### src/rtl/alureg_seq.sv
// rtl/alureg_seq.sv - instruction sequencer driving ALU/register-file datapath controls
`timescale 1ns/1ps
module alureg_seq (
    input  logic        clk,
    input  logic        reset,
    input  logic        instr_valid,
    input  logic [15:0] instr,
    output logic        instr_ready,
    input  logic        cout_in,
    output logic [1:0]  op,
    output logic [2:0]  rd_addr_a,
    output logic [2:0]  rd_addr_b,
    output logic [2:0]  wr_addr,
    output logic        wr,
    output logic        sel,
    output logic [15:0] d_in,
    output logic        carry_flag,
    output logic        busy,
    output logic [15:0] retired
);

    typedef enum logic [1:0] {
        IDLE   = 2'd0,
        EXEC   = 2'd1,
        LDWAIT = 2'd2,
        LDWR   = 2'd3
    } state_t;

    localparam logic [1:0] CLS_ALU  = 2'b00;
    localparam logic [1:0] CLS_LOAD = 2'b01;
    localparam logic [1:0] CLS_CMP  = 2'b11;

    state_t      state_q;
    state_t      state_d;
    // bits [2:0] of an instruction carry no meaning, so only [15:3] are kept
    logic [15:3] ireg;
    logic [15:0] data_reg;
    logic        ready_state;
    logic        take;
    logic        retire;
    logic [1:0]  cls;

    assign cls         = ireg[15:14];
    assign instr_ready = ready_state & ~reset;
    assign take        = instr_valid & instr_ready;
    assign retire      = (state_q == EXEC) || (state_q == LDWR);
    assign busy        = (state_q != IDLE);
    assign d_in        = data_reg;

    always_ff @(posedge clk or posedge reset) begin
        if (reset) begin
            state_q <= IDLE;
        end else begin
            state_q <= state_d;
        end
    end

    always_comb begin
        state_d     = state_q;
        ready_state = 1'b0;
        op          = 2'b00;
        rd_addr_a   = 3'd0;
        rd_addr_b   = 3'd0;
        wr_addr     = 3'd0;
        wr          = 1'b0;
        sel         = 1'b0;
        case (state_q)
            IDLE: begin
                ready_state = 1'b1;
                if (take) begin
                    state_d = (instr[15:14] == CLS_LOAD) ? LDWAIT : EXEC;
                end
            end
            EXEC: begin
                op        = ireg[13:12];
                wr_addr   = ireg[11:9];
                rd_addr_a = ireg[8:6];
                rd_addr_b = ireg[5:3];
                sel       = 1'b1;
                wr        = (cls == CLS_ALU);
                state_d   = IDLE;
            end
            LDWAIT: begin
                ready_state = 1'b1;
                if (take) begin
                    state_d = LDWR;
                end
            end
            LDWR: begin
                wr_addr = ireg[11:9];
                wr      = 1'b1;
                state_d = IDLE;
            end
            default: state_d = IDLE;
        endcase
    end

    // Word capture happens only on a handshake; the state decides where it lands.
    always_ff @(posedge clk or posedge reset) begin
        if (reset) begin
            ireg       <= '0;
            data_reg   <= '0;
            carry_flag <= 1'b0;
            retired    <= '0;
        end else begin
            if (take && state_q == IDLE) begin
                ireg <= instr[15:3];
            end
            if (take && state_q == LDWAIT) begin
                data_reg <= instr;
            end
            if (state_q == EXEC && (cls == CLS_ALU || cls == CLS_CMP)) begin
                carry_flag <= cout_in;
            end
            if (retire) begin
                retired <= retired + 16'd1;
            end
        end
    end

endmodule

### config.mk
export PLATFORM = sky130hd
export DESIGN_NAME = alureg_seq
export DESIGN_NICKNAME = d
export VERILOG_FILES = /design/src/rtl/alureg_seq.sv
export SDC_FILE = /design/constraint.sdc
export NUM_CORES = 1
export LEC_CHECK = 0
export CORE_AREA = 2 2 57 85
export CTS_CLUSTER_DIAMETER = 100
export CTS_CLUSTER_SIZE = 14
export DETAILED_ROUTE_END_ITERATION = 7
export DIE_AREA = 0 0 59 87
export HOLD_SLACK_MARGIN = 0.03
export PLACE_DENSITY_LB_ADDON = 0.15
export SYNTH_ARGS = -nofsm -noshare
export SYNTH_HDL_FRONTEND = slang
export SYNTH_SLANG_ARGS = --single-unit
### constraint.sdc
create_clock -name clk -period 4.18 [get_ports clk]
set_clock_uncertainty 0.1 [all_clocks]
set_input_delay 0.836 -clock clk [delete_from_list [all_inputs] [get_ports clk]]
set_output_delay 0.836 -clock clk [all_outputs]
set_load 0.02 [all_outputs]
After elaboration in Yosys (flattened, before gate mapping) --
Cells that the tools add are included.
Storage, ports and cells: register bits after elaboration 48, bits of input ports 20
Cells by class: add/subtract/negate cells 1, eq/ne operators 7, mux-type cells 11, bitwise operators 3, reduce and logical (&&, ||, !) cells 11
Operators with widths (count):
- $add 16x1->16 const B | 1
- $mux 3 | 3
- $mux 2 | 4
- $eq 2x2->1 const B | 3
- $pmux 2 s3 | 1
- $eq 2x1->1 const B | 2
- $logic_not 2->1 | 2
- $ne 2x2->1 const B | 2
- $reduce_or 2->1 | 2
- $logic_and 1x1->1 | 3
- $and 1x1->1 | 2
- $logic_or 1x1->1 | 2
- $mux 1 | 2
- $pmux 1 s2 | 1
- $reduce_and 2->1 | 1
- $reduce_bool 2->1 | 1
- $not 1->1 | 1

Longest topological paths before layout --
word-level depth 7, mapped depth 5, gate-level depth less buffers 5

Worst setup path before layout --
OpenSTA, ideal clock, no wires.
path type input to register, start input reset, end register state_q[1], setup time 0.077 ns, slack 1.811 ns, arrival time 2.192 ns, data required time 4.003 ns, stages 3, cell sequence inv_1 a41oi_1 nor2_1
Between the ends: word-level cells in the longest chain between the ends 5, elaborated cells on any way between the ends 6, classes of those cells eq/ne (2); bitwise (3); reduce/logical (1)
Ends and longest elaborated chain:
- from (decl) | RTL line 5 | input logic reset,
- $not 1->1 * | RTL line 44 | assign instr_ready = ready_state & ~reset;
- $and 1x1->1 * | RTL line 44
- $and 1x1->1 * | RTL line 45 | assign take = instr_valid & instr_ready;
- $ne 2x2->1 (no line)
- $reduce_and 2->1 (no line) *
- to (signal assigned) | RTL line 54 | state_q <= state_d;
- to (decl) | RTL line 33 | state_t state_q;
Every way passes the cells marked *; elsewhere a longest branch is shown, timed or not. A chain may end at the register's enable or synchronous reset.

Worst setup path in the final report --
start input reset, end output instr_ready
Between the ends: word-level cells in the longest chain between the ends 2
Ends and longest elaborated chain:
- $not 1->1 | RTL line 44
- $and 1x1->1 | RTL line 44
- to (decl) | RTL line 8 | output logic instr_ready,
Every way passes these cells.

==> metrics.txt <==
EDFF count, synth 0; hold crit path type reg2reg; post-CTS setup buffer count 0; crit start category input pin; top_reg_cell synth dfrtp_1; first-pass GRT wire length 7360 um; cell area after layout 2910 um2; RSZ-0062 raised after global routing no; full die area 5130 um2; largest net degree at the start of global routing 49; status completed; Placed Cells 265; Initial Utilization 0.468; H-tree Lvls 2; post-synthesis average cell area 13.6 um2; vias in the first global route 1499; # fillers 386; Post-CTS Hold Buffers 0; Max-Cap Viols 0; Mapped Nets 175; Clock power frac 0.210; Crit-path slowest cell clkdlybuf4s50_1; drt initial violations 70; initial antenna violation count 0; Clock Root Buffer clkbuf_8; yosys warns 0; CTS tree done; FFs w/ async S/R, synth 1.00; Slew @ Worst Pin 0.881 ns; Routed WL 4410 um; Setup Crit Path Kind in2out; PortBufs 67; clock tree buffer depth 2; cell area after synthesis 2070 um2; Worst EP arrival 2.25 ns; die outline width 59 um; Comb pwr share 0.356; switching share of power 0.307; Congestion Overflow GR 0; switching power 0.000475 W; critical-path cell list clkdlybuf4s50_1 -> nor2_1 -> clkdlybuf4s50_1; DR pass1 iterations 4; Reg area 1200 um2; IO Pins 68; Leakage Power 1.28 nW; CORE AREA 4430 um2; post-synth top area share 0.579; fin crit period 3.18 ns; Worst Setup SP reset; top-count cell post-synth dfrtp_1; Die Y 87 um; reg2reg start state_q[0]; max-slew violations 0; dpl cell area 2800 um2; multi-input logic area 835 um2; vias 1393; WP data required 3.24 ns; worst-path fanout max 4; met2 Resource Use GR 0.328; PD cells 532 nW/um2; Post-Syn Instances 153; synth unique cells 29; post-synthesis sequential area ratio 0.579; clock-pin slew on the worst setup and hold paths 0.08 ns; Reg power frac 0.433; Total GRT Usage 0.190; worst skew pair latency 0.29 ns; via-per-instance ratio 5.10; Final nets 246; gr busiest metal met2; Final Hold Vio Count 0; CTS buffer count 5; cts repair resizes 0; CP Capture Type output pin; Final Non-Filler Cells 273; Row Count 30; HPWL after DPL 3290 um; antenna viol nets, final 0; Max Clk Rate 0.314 GHz; routing usage on met1 0.222; Hold Path Origin retired[15]; Setup TNS Final 0 ns; maximum vdd ir drop 0.377 mV; CP most frequent cell clkdlybuf4s50_1; worst stage delay on the critical path 0.63 ns; # setup viols final 0; routability cong. 0.852; Int Power 0.00107 W; post-route DRC violation count 0; largest cells by area after synthesis dfrtp_1 (58%), mux2_2 (12%), mux2_4 (4.3%); fin crit share 0.761; Yosys reg bits 48; leading area contributor after synthesis dfrtp_1; worst hold slack 0.369 ns; met3 Resource Use GR 0.0535; WL per Instance 16.1 um; share of layout cells above drive strength 1 0.200; n_diodes 0; area grow syn2layout 40.2%; CTS Sinks 48; Slew HR 0.412; most common library cells after synthesis dfrtp_1 (48), mux2_2 (23), and2_1 (11), nand2_1 (11), xnor2_1 (8)
flip-flops by register name, indices dropped and copies added (netlist names):
name / flops
d_in: 16
retired: 16
ireg: 13
state_q: 2
carry_flag: 1
logic make-up (layout without fill, tap and decap cells):
| kind of cell | Yosys count | count (layout) | share of synthesized area |
|---|---|---|---|
| flip-flops | 48 | 48 | 0.579 |
| XOR/XNOR | 15 | 15 | 0.0633 |
| buffers and inverters | 10 | 82 | 0.0259 |
| adder cells (fa/ha/maj) | 2 | 2 | 0.0121 |
| multiplexers | 29 | 29 | 0.168 |
| AO/OA/AOI/OAI | 5 | 5 | 0.0175 |
| AND/OR/NAND/NOR | 44 | 44 | 0.134 |
path summary, 6_finish.rpt:
path                                to  slack (ns)  cells past startpoint
max                        instr_ready         1.0                      3
min                        retired[15]        0.37                      1
max reg2reg                   ireg[10]        1.87                      3
min reg2reg                retired[15]        0.37                      1
max in group asynchronous      ireg[5]        2.45                      3
min in group asynchronous   state_q[0]        1.13                      3
layer usage:
layer,vias up,wire length [um]
li1,658,-
met1,677,1690
met2,49,2360
met3,9,278
met4,0,77
met5,-,0
through the flow:
stage	util	setup WS, ns	power (W)
after floorplan	-	1.81	0.000960
after global placement	0.632	1.06	0.00122
after detailed placement	0.632	1.02	0.00124
after CTS	0.656	1.01	0.00157
after global routing	0.656	0.909	0.00163
final	0.656	0.999	0.00155
worst max-delay path: cells and delay by family:
family	cells	cell delay, ns
buffers and inverters	2	1.18
and+or+nand+nor	1	0.22
cells in the final DEF (no fill, tap or decap), types with 3 or more instances in the layout:
cell type         n
and2_1           11
and3_1            3
clkbuf_8          5
clkdlybuf4s50_1  67
dfrtp_1          48
inv_1             4
mux2_2           23
mux2_4            6
nand2_1          11
nand4_1           4
nor2_1            3
nor3_1            4
xnor2_1           8
xor2_1            7
power by group through the flow:
stage	sequential, W	combinational, W	clock [W]
final	0.000670	0.000551	0.000325
after global routing	0.000689	0.000586	0.000352
after CTS	0.000672	0.000560	0.000335
after detailed placement	0.000680	0.000557	0
after global placement	0.000671	0.000547	0
after floorplan	0.000778	0.000182	0
layout make-up:
class                           instances  share of cell area
Sequential cell                        48               0.413
Multi-Input combinational cell         95               0.287
Timing Repair Buffer                   69               0.236
Clock buffer                            6              0.0250
Tap cell                               48              0.0207
Clock inverter                          2              0.0120
Inverter                                5             0.00645
Power figures use the tool's default switching activity.
